--- config.mk ---
export PLATFORM = sky130hd
export DESIGN_NAME = lcd_frame_scheduler
export DESIGN_NICKNAME = d
export VERILOG_FILES = /design/src/rtl/lcd_frame_sched_pkg.sv /design/src/rtl/lcd_frame_scheduler_buf.sv /design/src/rtl/lcd_frame_scheduler.sv
export SDC_FILE = /design/constraint.sdc
export NUM_CORES = 1
export LEC_CHECK = 0
export BUFFER_PORTS_ARGS = -buffer_cell sky130_fd_sc_hd__clkbuf_2
export CAP_MARGIN = 20
export CORE_MARGIN = 4
export CORE_UTILIZATION = 30
export DETAILED_ROUTE_END_ITERATION = 12
export GPL_ROUTABILITY_DRIVEN = 0
export PLACE_DENSITY_LB_ADDON = 0.2
export SETUP_SLACK_MARGIN = 0.1
export SLEW_MARGIN = 20
export SYNTH_ARGS = -nofsm -noshare
export SYNTH_HDL_FRONTEND = slang
export SYNTH_SLANG_ARGS = --single-unit
--- constraint.sdc ---
create_clock -name CLK_27 -period 3.83 [get_ports CLK_27]
set_clock_uncertainty 0.2 [all_clocks]
set_input_delay 0.766 -clock CLK_27 [delete_from_list [all_inputs] [get_ports CLK_27]]
set_output_delay 0.766 -clock CLK_27 [all_outputs]
set_load 0.05 [all_outputs]
--- src/rtl/lcd_frame_sched_pkg.sv ---
// -----------------------------------------------------------------------------
// lcd_frame_sched_pkg
// Shared constants, state/segment enums and helpers for the LCD frame
// scheduler and its frame buffer.
//   - Command bytes understood by the downstream LCD controller.
//   - Substitutions for buffered characters that collide with those commands.
//   - Helper that locates the last non-space column of a line (used only when
//     LCD_FRAME_SCHED_TRIM_EN is defined).
// -----------------------------------------------------------------------------
package lcd_frame_sched_pkg;

    localparam logic [7:0] CMD_CLEAR = 8'h58;
    localparam logic [7:0] CMD_LINE2 = 8'hC0;
    localparam logic [7:0] SUB_X     = 8'h78;
    localparam logic [7:0] SUB_C0    = 8'h20;
    localparam logic [7:0] SPACE     = 8'h20;

    typedef enum logic [3:0] {
        WAIT_RDY,
        IDLE,
        SEND_CLR,
        L1,
        SEND_L2,
        L2,
        ISSUE,
        GUARD,
        WAIT
    } sched_state_e;

    typedef enum logic {
        RET_L1,
        RET_L2
    } ret_seg_e;

    // The controller decodes 8'h58 and 8'hC0 as commands, so buffered
    // characters with those codes are replaced by harmless look-alikes.
    function automatic logic [7:0] lcd_subst(input logic [7:0] c);
        logic [7:0] r;
        r = c;
        if (c == CMD_CLEAR) begin
            r = SUB_X;
        end else if (c == CMD_LINE2) begin
            r = SUB_C0;
        end
        return r;
    endfunction

    // Returns {found, column} of the highest non-space column of a line.
    function automatic logic [4:0] last_nonspace(input logic [15:0] is_space);
        logic [4:0] res;
        res = '0;
        for (int i = 0; i < 16; i++) begin
            if (!is_space[i]) begin
                res = {1'b1, 4'(i)};
            end
        end
        return res;
    endfunction

endpackage

--- src/rtl/lcd_frame_scheduler_buf.sv ---
// -----------------------------------------------------------------------------
// lcd_frame_buf
// 2x16 character frame buffer, 32 bytes, address = {line, column}.
// Ports:
//   CLK_27, RESET        clock, synchronous active-high reset (all bytes -> space)
//   a_wr_i/a_addr_i/a_data_i  write port A (wins on an address collision)
//   b_wr_i/b_addr_i/b_data_i  write port B
//   rd_addr_i/rd_data_o  asynchronous read port
//   space_o              per-byte "is space" map, only when
//                        LCD_FRAME_SCHED_TRIM_EN is defined
// -----------------------------------------------------------------------------
module lcd_frame_buf
    import lcd_frame_sched_pkg::*;
(
    input  logic        CLK_27,
    input  logic        RESET,
    input  logic        a_wr_i,
    input  logic [4:0]  a_addr_i,
    input  logic [7:0]  a_data_i,
    input  logic        b_wr_i,
    input  logic [4:0]  b_addr_i,
    input  logic [7:0]  b_data_i,
    input  logic [4:0]  rd_addr_i,
    output logic [7:0]  rd_data_o
`ifdef LCD_FRAME_SCHED_TRIM_EN
    ,
    output logic [31:0] space_o
`endif
);

    logic [7:0] mem_q [32];

    // Port A is written after port B so that A takes priority on a collision.
    always_ff @(posedge CLK_27) begin
        if (RESET) begin
            for (int i = 0; i < 32; i++) begin
                mem_q[i] <= SPACE;
            end
        end else begin
            if (b_wr_i) begin
                mem_q[b_addr_i] <= b_data_i;
            end
            if (a_wr_i) begin
                mem_q[a_addr_i] <= a_data_i;
            end
        end
    end

    assign rd_data_o = mem_q[rd_addr_i];

`ifdef LCD_FRAME_SCHED_TRIM_EN
    always_comb begin
        for (int i = 0; i < 32; i++) begin
            space_o[i] = (mem_q[i] == SPACE);
        end
    end
`endif

endmodule

--- src/rtl/lcd_frame_scheduler.sv ---
// -----------------------------------------------------------------------------
// lcd_frame_scheduler
// Holds a 2x16 character frame and replays it to the LCD byte interface
// whenever the frame changes (or on refresh_req): clear, 16 line-1 chars,
// line-2 command, 16 line-2 chars. Every byte is paced on MBusy.
// Ports:
//   CLK_27, RESET               clock, synchronous active-high reset
//   a_wr/a_line/a_col/a_char    requester A character write (priority)
//   b_wr/b_line/b_col/b_char    requester B character write
//   refresh_req                 force a refresh of a clean frame
//   MBusy                       busy flag from the LCD controller
//   Lcd_data, lcdstrb           byte and one-cycle byte strobe
//   sched_busy                  high outside IDLE
//   frame_done                  one-cycle pulse after the last byte of a frame
// Parameters:
//   GUARD_CYC  cycles after each strobe before MBusy is looked at (>= 1)
//   READY_CYC  consecutive MBusy-low cycles needed after reset
// Build option:
//   LCD_FRAME_SCHED_TRIM_EN  skip the trailing spaces of each line
//
// state    | meaning
// WAIT_RDY | after reset, waiting for READY_CYC quiet MBusy cycles
// IDLE     | frame sent; waiting for a dirty buffer or refresh_req
// SEND_CLR | strobe the clear/home command
// L1       | start of line-1 segment (column reset, trim decision)
// SEND_L2  | strobe the line-2 command
// L2       | start of line-2 segment (column reset, trim decision)
// ISSUE    | strobe one character, read live from the buffer
// GUARD    | GUARD_CYC cycles of hold-off after a strobe
// WAIT     | wait for MBusy low, then pick the next byte
// -----------------------------------------------------------------------------
module lcd_frame_scheduler
    import lcd_frame_sched_pkg::*;
#(
    parameter int GUARD_CYC = 4,
    parameter int READY_CYC = 16
) (
    input  logic       CLK_27,
    input  logic       RESET,
    input  logic       a_wr,
    input  logic       a_line,
    input  logic [3:0] a_col,
    input  logic [7:0] a_char,
    input  logic       b_wr,
    input  logic       b_line,
    input  logic [3:0] b_col,
    input  logic [7:0] b_char,
    input  logic       refresh_req,
    input  logic       MBusy,
    output logic [7:0] Lcd_data,
    output logic       lcdstrb,
    output logic       sched_busy,
    output logic       frame_done
);

    localparam int GW = (GUARD_CYC > 1) ? $clog2(GUARD_CYC) : 1;
    localparam int RW = (READY_CYC > 1) ? $clog2(READY_CYC) : 1;
    localparam logic [GW-1:0] GUARD_LOAD = GW'(GUARD_CYC - 1);
    localparam logic [RW-1:0] READY_LOAD = RW'(READY_CYC - 1);

    sched_state_e  state_q, state_d;
    ret_seg_e      ret_q, ret_d;
    logic [3:0]    col_q, col_d;
    logic [3:0]    last_col_q, last_col_d;
    logic          seg_entry_q, seg_entry_d;
    logic [GW-1:0] guard_q, guard_d;
    logic [RW-1:0] rdy_q, rdy_d;
    logic          dirty_q, dirty_d;
    logic          frame_done_q, frame_done_d;

    logic [4:0]    rd_addr;
    logic [7:0]    rd_data;
    logic          seg_has_chars;
    logic [3:0]    seg_last_col;

    assign rd_addr = {(ret_q == RET_L2), col_q};

`ifdef LCD_FRAME_SCHED_TRIM_EN
    logic [31:0] space_map;
    logic [15:0] line_space;
    logic [4:0]  trim_res;

    lcd_frame_buf u_buf (
        .CLK_27    (CLK_27),
        .RESET     (RESET),
        .a_wr_i    (a_wr),
        .a_addr_i  ({a_line, a_col}),
        .a_data_i  (a_char),
        .b_wr_i    (b_wr),
        .b_addr_i  ({b_line, b_col}),
        .b_data_i  (b_char),
        .rd_addr_i (rd_addr),
        .rd_data_o (rd_data),
        .space_o   (space_map)
    );

    // Decided once per segment, in L1/L2, against the buffer at that moment.
    always_comb begin
        line_space    = (ret_q == RET_L2) ? space_map[31:16] : space_map[15:0];
        trim_res      = last_nonspace(line_space);
        seg_has_chars = trim_res[4];
        seg_last_col  = trim_res[3:0];
    end
`else
    lcd_frame_buf u_buf (
        .CLK_27    (CLK_27),
        .RESET     (RESET),
        .a_wr_i    (a_wr),
        .a_addr_i  ({a_line, a_col}),
        .a_data_i  (a_char),
        .b_wr_i    (b_wr),
        .b_addr_i  ({b_line, b_col}),
        .b_data_i  (b_char),
        .rd_addr_i (rd_addr),
        .rd_data_o (rd_data)
    );

    assign seg_has_chars = 1'b1;
    assign seg_last_col  = 4'hF;
`endif

    always_ff @(posedge CLK_27) begin
        if (RESET) begin
            state_q      <= WAIT_RDY;
            ret_q        <= RET_L1;
            col_q        <= '0;
            last_col_q   <= 4'hF;
            seg_entry_q  <= 1'b0;
            guard_q      <= '0;
            rdy_q        <= READY_LOAD;
            dirty_q      <= 1'b1;
            frame_done_q <= 1'b0;
        end else begin
            state_q      <= state_d;
            ret_q        <= ret_d;
            col_q        <= col_d;
            last_col_q   <= last_col_d;
            seg_entry_q  <= seg_entry_d;
            guard_q      <= guard_d;
            rdy_q        <= rdy_d;
            dirty_q      <= dirty_d;
            frame_done_q <= frame_done_d;
        end
    end

    always_comb begin
        state_d      = state_q;
        ret_d        = ret_q;
        col_d        = col_q;
        last_col_d   = last_col_q;
        seg_entry_d  = seg_entry_q;
        guard_d      = guard_q;
        rdy_d        = rdy_q;
        dirty_d      = dirty_q | a_wr | b_wr;
        frame_done_d = 1'b0;
        Lcd_data     = '0;
        lcdstrb      = 1'b0;

        unique case (state_q)
            WAIT_RDY: begin
                if (MBusy) begin
                    rdy_d = READY_LOAD;
                end else if (rdy_q == '0) begin
                    state_d = IDLE;
                end else begin
                    rdy_d = rdy_q - 1'b1;
                end
            end
            IDLE: begin
                if (dirty_q || refresh_req) begin
                    state_d = SEND_CLR;
                    // A write landing in this very cycle must still re-arm.
                    dirty_d = a_wr | b_wr;
                end
            end
            SEND_CLR: begin
                Lcd_data    = CMD_CLEAR;
                lcdstrb     = 1'b1;
                ret_d       = RET_L1;
                seg_entry_d = 1'b1;
                guard_d     = GUARD_LOAD;
                state_d     = GUARD;
            end
            SEND_L2: begin
                Lcd_data    = CMD_LINE2;
                lcdstrb     = 1'b1;
                ret_d       = RET_L2;
                seg_entry_d = 1'b1;
                guard_d     = GUARD_LOAD;
                state_d     = GUARD;
            end
            L1, L2: begin
                col_d      = '0;
                last_col_d = seg_last_col;
                if (seg_has_chars) begin
                    state_d = ISSUE;
                end else if (state_q == L1) begin
                    state_d = SEND_L2;
                end else begin
                    frame_done_d = 1'b1;
                    state_d      = IDLE;
                end
            end
            ISSUE: begin
                Lcd_data    = lcd_subst(rd_data);
                lcdstrb     = 1'b1;
                seg_entry_d = 1'b0;
                guard_d     = GUARD_LOAD;
                state_d     = GUARD;
            end
            GUARD: begin
                if (guard_q == '0) begin
                    state_d = WAIT;
                end else begin
                    guard_d = guard_q - 1'b1;
                end
            end
            WAIT: begin
                if (!MBusy) begin
                    if (seg_entry_q) begin
                        state_d = (ret_q == RET_L1) ? L1 : L2;
                    end else if (col_q == last_col_q) begin
                        col_d = '0;
                        if (ret_q == RET_L1) begin
                            state_d = SEND_L2;
                        end else begin
                            frame_done_d = 1'b1;
                            state_d      = IDLE;
                        end
                    end else begin
                        col_d   = col_q + 1'b1;
                        state_d = ISSUE;
                    end
                end
            end
            default: begin
                state_d = WAIT_RDY;
            end
        endcase
    end

    assign sched_busy = (state_q != IDLE);
    assign frame_done = frame_done_q;

endmodule

==> impl_metrics.ini, run 1 <==
[yosys]
syn_area_per_cell_sq_um = 12.51
yosys_warnings = 0
synth_edf_count = 256
postSynthCellCount = 1136
synth-seq-area-share_pct = 56.62
synth-async-reset-ratio_pct = 0
synthesis.nets = 1171
synth.distinct_cells = 55
synth_area_sq_um = 14210
synth-main-ff-cell = edfxtp_1
ys_ff_latch = 274

[detailed_routing]
first_pass_iters = 7
viasPerCell = 5.790
drt_iter0_drc = 1108
routedWlPerCell_microns = 26.82
ant_nets = 0
vias = 10830
drcViolationCount = 0
routed_wl_microns = 50190

[min_path]
hold_depth = 1
hp-class = reg2reg

[place]
hpwl_microns = 32700
dp.cells = 1798
dpl_worst_slack_ns = -0.1147
place_area_sq_um = 15680
port_buffers = 42

[setup_path]
cp_max_fo = 7
crit_arrival_ns = 3.18
crit_type = reg2out
worstPathCellList = buf_12 > nor2b_1 > buf_4 > a22oi_1 > a21oi_1 > or4_4 > nor3_4 > nand3_1 > o31a_1 > buf_8
worstRegToRegCells = 6
cp-endpoint = Lcd_data[6]
r2r-end = col_q[2]$_SDFFE_PP0P_
crit_path_max_incr_delay_ns = 0.54
crit_path_start_kind = flip-flop
timing.rr.start = state_q[2]$_SDFFE_PP0P_
worstSetupEndpointType = output pin
slowest_stage = or4_4
rrSetupSlack_ns = 0.95
crit_start = col_q[1]$_SDFFE_PP0P_
critPathRequiredTime_ns = 2.86

[pwr]
power.density_nw_per_um2 = 416.5
ir_drop_mv = 0.2283
p_leak_nw = 5.797
total_power_mw = 7.181

[sta]
setup_tns_ns = -0.7997
worst_pin_slew_ns = 1.212
period_share_pct = 108.2
timing.final.ws_setup_ns = -0.3144
max_slew_margin_pct = 19.21
setup_viol = 3
finalMaxSlewViolations = 0
hold_viol = 0
max_clock_freq_ghz = 0.2413
rsz0062_at_grt = yes
min_period_ns = 4.144
hold_slack_ns = 0.2625

[job]
drv_cap = 0

[global_route]
grt_pass1_wl_microns = 73250
grt.total_usage_pct = 19.47
grt_max_degree = 33
gr-total-overflow = 0
grt_pass1_vias = 10690
antenna_found_initial = 0

[cells_and_area]
area_delta_synth_final_pct = 21.31
fin_cells = 1871
multiInputGateArea_sq_um = 5906
antennaDiodeCount = 0
fill_cells = 4544
layout.nets = 1274
final_core_util_pct = 36.96
ff_latch_area_sq_um = 8059
drive_above_1_share_pct = 22.86
final_area_sq_um = 17240

[die]
die_width_microns = 225.7
coreArea_sq_um = 46650
rows = 79
die_area_sq_um = 50920
ios = 43
die_y_microns = 225.7
start_util_pct = 30.47

[status]
outcome = finished with violations
failed_checks = setup timing

[cts]
cts_buffers = 34
insertion_delay_ns = 0.53
clock_path_buffers = 3
cts_hold_buf = 0
cts_tree = done
clockRootBuffer = clkbuf_16
cts.htree.levels = 2
clkSinkCount = 274
path_clk_slew_ns = 0.06
sequential cells by signal (all words and copies together), names as in the netlist:
register and cells:
u_buf.mem_q 256, col_q 4, rdy_q 4, state_q 4
guard_q 2, dirty_q 1, frame_done 1, ret_q 1
seg_entry_q 1
final cells by class:
type                            instances  share of cell area [%]
Timing Repair Buffer                  173                   8.033
Clock buffer                           43                   5.500
Multi-Input combinational cell        747                   34.25
Sequential cell                       274                   46.74
Inverter                                9                  0.1959
Tap cell                              607                   4.405
Clock inverter                         18                  0.8780
placed cells by master (no fill, tap or decap), drive strengths merged, types with 5 or more instances in the layout:
cell / Yosys / final
mux2i: 85 / 85
mux4: 19 / 19
clkbuf: 84 / 80
nand2: 40 / 40
nand3b: 8 / 8
o21ai: 9 / 9
buf: 22 / 136
inv: 9 / 9
a211oi: 10 / 10
nor3: 40 / 40
nand2b: 6 / 6
a21oi: 25 / 25
nor2b: 10 / 10
clkinv: 0 / 15
edfxtp: 256 / 256
dfxtp: 18 / 18
o22ai: 5 / 5
nand3: 9 / 9
a31oi: 5 / 5
a22oi: 70 / 70
a22o: 224 / 224
or3: 39 / 39
nor2: 93 / 93
critical path, delay by kind of cell, from the launching register on:
family,cells,cell delay [ns]
flip-flops,1,0.41
buffers and inverters,3,0.49
AO/OA/AOI/OAI,3,0.67
AND/OR/NAND/NOR,4,1.08
cells by family after synthesis:
kind of cell / count (synthesis) / share of synthesized area (%)
compound gates: 362 / 20.55
xor+xnor: 4 / 0.2465
fa+ha+maj: 3 / 0.2641
buf+inv: 115 / 3.548
flops: 274 / 56.62
mux: 108 / 9.313
simple gates: 270 / 9.463
how the worst min path moves through the flow:
stage | slack, ns | endpoint | startpoint
floorplan | 0.24 | dirty_q$_SDFF_PP1_ | dirty_q$_SDFF_PP1_
global placement | 0.25 | dirty_q$_SDFF_PP1_ | dirty_q$_SDFF_PP1_
detailed placement | 0.25 | dirty_q$_SDFF_PP1_ | dirty_q$_SDFF_PP1_
CTS | 0.27 | dirty_q$_SDFF_PP1_ | dirty_q$_SDFF_PP1_
global route | 0.28 | dirty_q$_SDFF_PP1_ | dirty_q$_SDFF_PP1_
finish | 0.26 | dirty_q$_SDFF_PP1_ | dirty_q$_SDFF_PP1_
synthesized netlist by cell type (all sizes together), types with 3 or more instances:
master  number  area (sq um)
edfxtp     256          7687
a22o       224          1962
nor2        93         349.1
mux2i       85         850.8
clkbuf      84         315.3
a22oi       70         525.5
nand2       40         150.1
nor3        40         200.2
or3         39         244.0
a21oi       25         125.1
buf         22         155.1
mux4        19         427.9
dfxtp       18         360.4
a211oi      10         75.07
nor2b       10         62.56
inv          9         33.78
nand3        9         45.04
o21ai        9         45.04
nand3b       8         60.06
nand2b       6         37.54
a31oi        5         31.28
o22ai        5         31.28
mux2         4         45.04
nor4         4         31.28
or3b         4         35.03
ha           3         37.54
or4          3         22.52
xnor2        3         26.28
per-layer routing:
layer / wire, microns / share of wire (%) / global-route usage (%)
met1: 22530 / 45 / 27.80
met2: 22870 / 46 / 30.67
met3: 3412 / 6.8 / 3.289
met4: 1370 / 2.7 / 5.612
met5: 0 / 0 / 0
power by group:
part           internal [mW]  switching, mW
Sequential              3.43         0.0625
Clock                   1.95           1.27
Combinational          0.122          0.352
timing repair:
item                       CTS  global route
pin swaps                   12            10
gates resized for setup     54            30
setup endpoints to repair    8             8
buffers inserted            12             0
Note: power is estimated with default switching activity, not from simulation.
==> run 2, diff against run 1 <==
Settings changed: ABC_AREA set to 1, CTS_CLUSTER_DIAMETER set to 50.
==> impl_metrics.ini, run 2 <==
[detailed_routing]
first_pass_iters = 5
viasPerCell = 5.701
vias = 13520
drcViolationCount = 0
drt_iter0_drc = 1620
routedWlPerCell_microns = 24.81
ant_nets = 0
routed_wl_microns = 58830

[die]
die_y_microns = 226.6
die_width_microns = 226.6
coreArea_sq_um = 46850
start_util_pct = 30.60
rows = 79
die_area_sq_um = 51360
ios = 43

[setup_path]
worstPathCellList = buf_12 > buf_12 > clkbuf_16 > nand2_2 > nand3_2 > nand3_2 > nand2_2 > nand2_2 > nand3_4 > nand2_4 > buf_6 > inv_2 > nand2_1 > nor2_1 > nand2_1 > nand3_2 > nand2_2 > inv_2 > buf_12
crit_path_max_incr_delay_ns = 0.43
cp_max_fo = 6
cp_common_cell = nand2_2
worstSetupEndpointType = output pin
cp_top_family = simple AND/OR/NAND/NOR gates
slowest_stage = dfxtp_4
worst-path-buf-inv = 7
crit_arrival_ns = 2.79
crit_type = reg2out
crit_path_start_kind = flip-flop
critPathRequiredTime_ns = 2.86

[pwr]
swShare_pct = 24.95
clkPwrFrac_pct = 47.0
seqPwrFrac_pct = 45.8
internal-power_mw = 5.720
ir_drop_mv = 0.2910
power.switching_mw = 1.901
p_leak_nw = 6.788
p_comb_share_pct = 7.1
power.density_nw_per_um2 = 417.0

[cells_and_area]
area_delta_synth_final_pct = 27.45
largest_reg_flops = 256
layout.nets = 1770
fill_cells = 4747
fin_cells = 2371
antennaDiodeCount = 0
final_common_cell = nand2_1
regMostFlops = u_buf.mem_q
final_area_sq_um = 18280
final_cell_mix = nand2_1 (341), edfxtp_1 (256), o22ai_1 (209)
drive_above_1_share_pct = 19.44

[sta]
max_slew_margin_pct = 39.80
setup_tns_ns = 0
finalMaxSlewViolations = 0
rsz0062_at_grt = yes
min_period_ns = 3.761
worst_pin_slew_ns = 0.9020
max_clock_freq_ghz = 0.2659
hold_slack_ns = 0.2474
setup_viol = 0
period_share_pct = 98.19
hold_viol = 0

[yosys]
synthesis.nets = 1672
synth.top_cell.area_share_pct = 53.61
ys_top_cells_by_area = edfxtp_1 (54%), nand2_1 (10%), nand3_1 (9.4%), o22ai_1 (9.1%), inv_1 (4.2%)
ys_ff_latch = 274
synth_common_cells = nand2_1 (389), nand3_1 (268), edfxtp_1 (256)
synth.distinct_cells = 26
syn_area_per_cell_sq_um = 8.759
synth-async-reset-ratio_pct = 0
synth-seq-area-share_pct = 56.13
synth_edf_count = 256
synth_area_sq_um = 14340
yosys_warnings = 0
yosysTopAreaCell = edfxtp_1
yosysMostFrequentCell = nand2_1
postSynthCellCount = 1637
synth-main-ff-cell = edfxtp_1

[cts]
cts_tree = done
insertion_delay_ns = 0.55
cts_buffers = 38
clkSinkCount = 274
cts.htree.levels = 2
clock_path_buffers = 3
clockRootBuffer = clkbuf_16
path_clk_slew_ns = 0.05

[place]
place_area_sq_um = 15620
hpwl_microns = 34330
port_buffers = 42
dp.cells = 2258

[min_path]
hp-class = in2reg

[status]
outcome = finished clean

[global_route]
grt_max_degree = 49
grt_pass1_wl_microns = 81270
gr-total-overflow = 0
grt.total_usage_pct = 21.14
grt_pass1_vias = 12500
antenna_found_initial = 0

[job]
drv_cap = 0
## run 2: changes by cell type after synthesis, moves of 45 or more
cell     delta
nand2_1   +349
nand3_1   +259
a22o_1    -224
o22ai_1   +204
inv_1     +152
mux2i_1    -85
a22oi_1    -45
## run 2: routing by layer
metal,GRT usage (%),wire [microns],vias up,part of all wire [%]
met4,5.852,1571,0,2.7
met5,0,0,-,0
met1,31.30,25490,6642,43
met2,32.70,26460,761,45
li1,-,-,6013,-
met3,2.706,5313,101,9.0
## run 2: cell type report
class | instances | area, sq um | share of cell area (%)
clock inverter | 22 | 256.5 | 1.404
timing repair inverter | 2 | 27.53 | 0.1506
timing repair buffer | 164 | 1857 | 10.16
tap | 607 | 759.5 | 4.156
clock buffer | 47 | 994.7 | 5.443
multi-input combinational | 1090 | 5682 | 31.09
sequential | 274 | 8053 | 44.06
inverter | 165 | 645.6 | 3.533
## run 2: what timing repair did
| item | 4_1_cts | 5_1_grt |
|---|---|---|
| hold buffers | 0 | 0 |
| buffers inserted | 5 | 11 |
| endpoints found under the setup margin | 5 | 6 |
| gates resized for setup | 24 | 154 |
| cloned | 2 | 26 |
| pin swaps | 1 | 55 |
## run 2: worst min-delay path: stages
cell and delay [ns]:
clkbuf_2 0.08, inv_1 0.04, nand4_1 0.07
## run 2: logic make-up after synthesis
group,share of synthesized area [%]
XOR/XNOR,0.06109
adder cells (fa/ha/maj),0.2618
flip-flops,56.13
AO/OA/AOI/OAI,12.61
AND/OR/NAND/NOR,23.39
buffers and inverters,7.548
## run 2: path summary, 6_finish.rpt
check,slack (ns),cells past startpoint,startpoint,end
min reg2reg,0.27,2,dirty_q$_SDFF_PP1_,dirty_q$_SDFF_PP1_
min,0.25,3,a_wr,dirty_q$_SDFF_PP1_
max,0.07,19,col_q[0]$_SDFFE_PP0P_,Lcd_data[5]
max reg2reg,1.68,8,state_q[0]$_SDFFE_PP0P_,col_q[0]$_SDFFE_PP0P_
## run 2: metrics by stage
| step | worst slack, ns | power, mW | util (%) |
|---|---|---|---|
| final | 0.06920 | 7.621 | 39.01 |
| after global routing | -0.04403 | 7.814 | 39.01 |
| after CTS | 0.1105 | 7.598 | 36.43 |
| after detailed placement | 0.4295 | 4.054 | 33.34 |
| after global placement | 0.4277 | 4.051 | 33.34 |
| after floorplan | 0.5880 | 3.779 | - |
## run 2: power by group through the flow
stage | registers [mW] | clock network (mW) | logic (mW)
CTS | 3.49 | 3.60 | 0.506
finish | 3.49 | 3.59 | 0.543
detailed placement | 3.55 | 0 | 0.501
global route | 3.51 | 3.74 | 0.571
global placement | 3.55 | 0 | 0.498
floorplan | 3.52 | 0 | 0.254
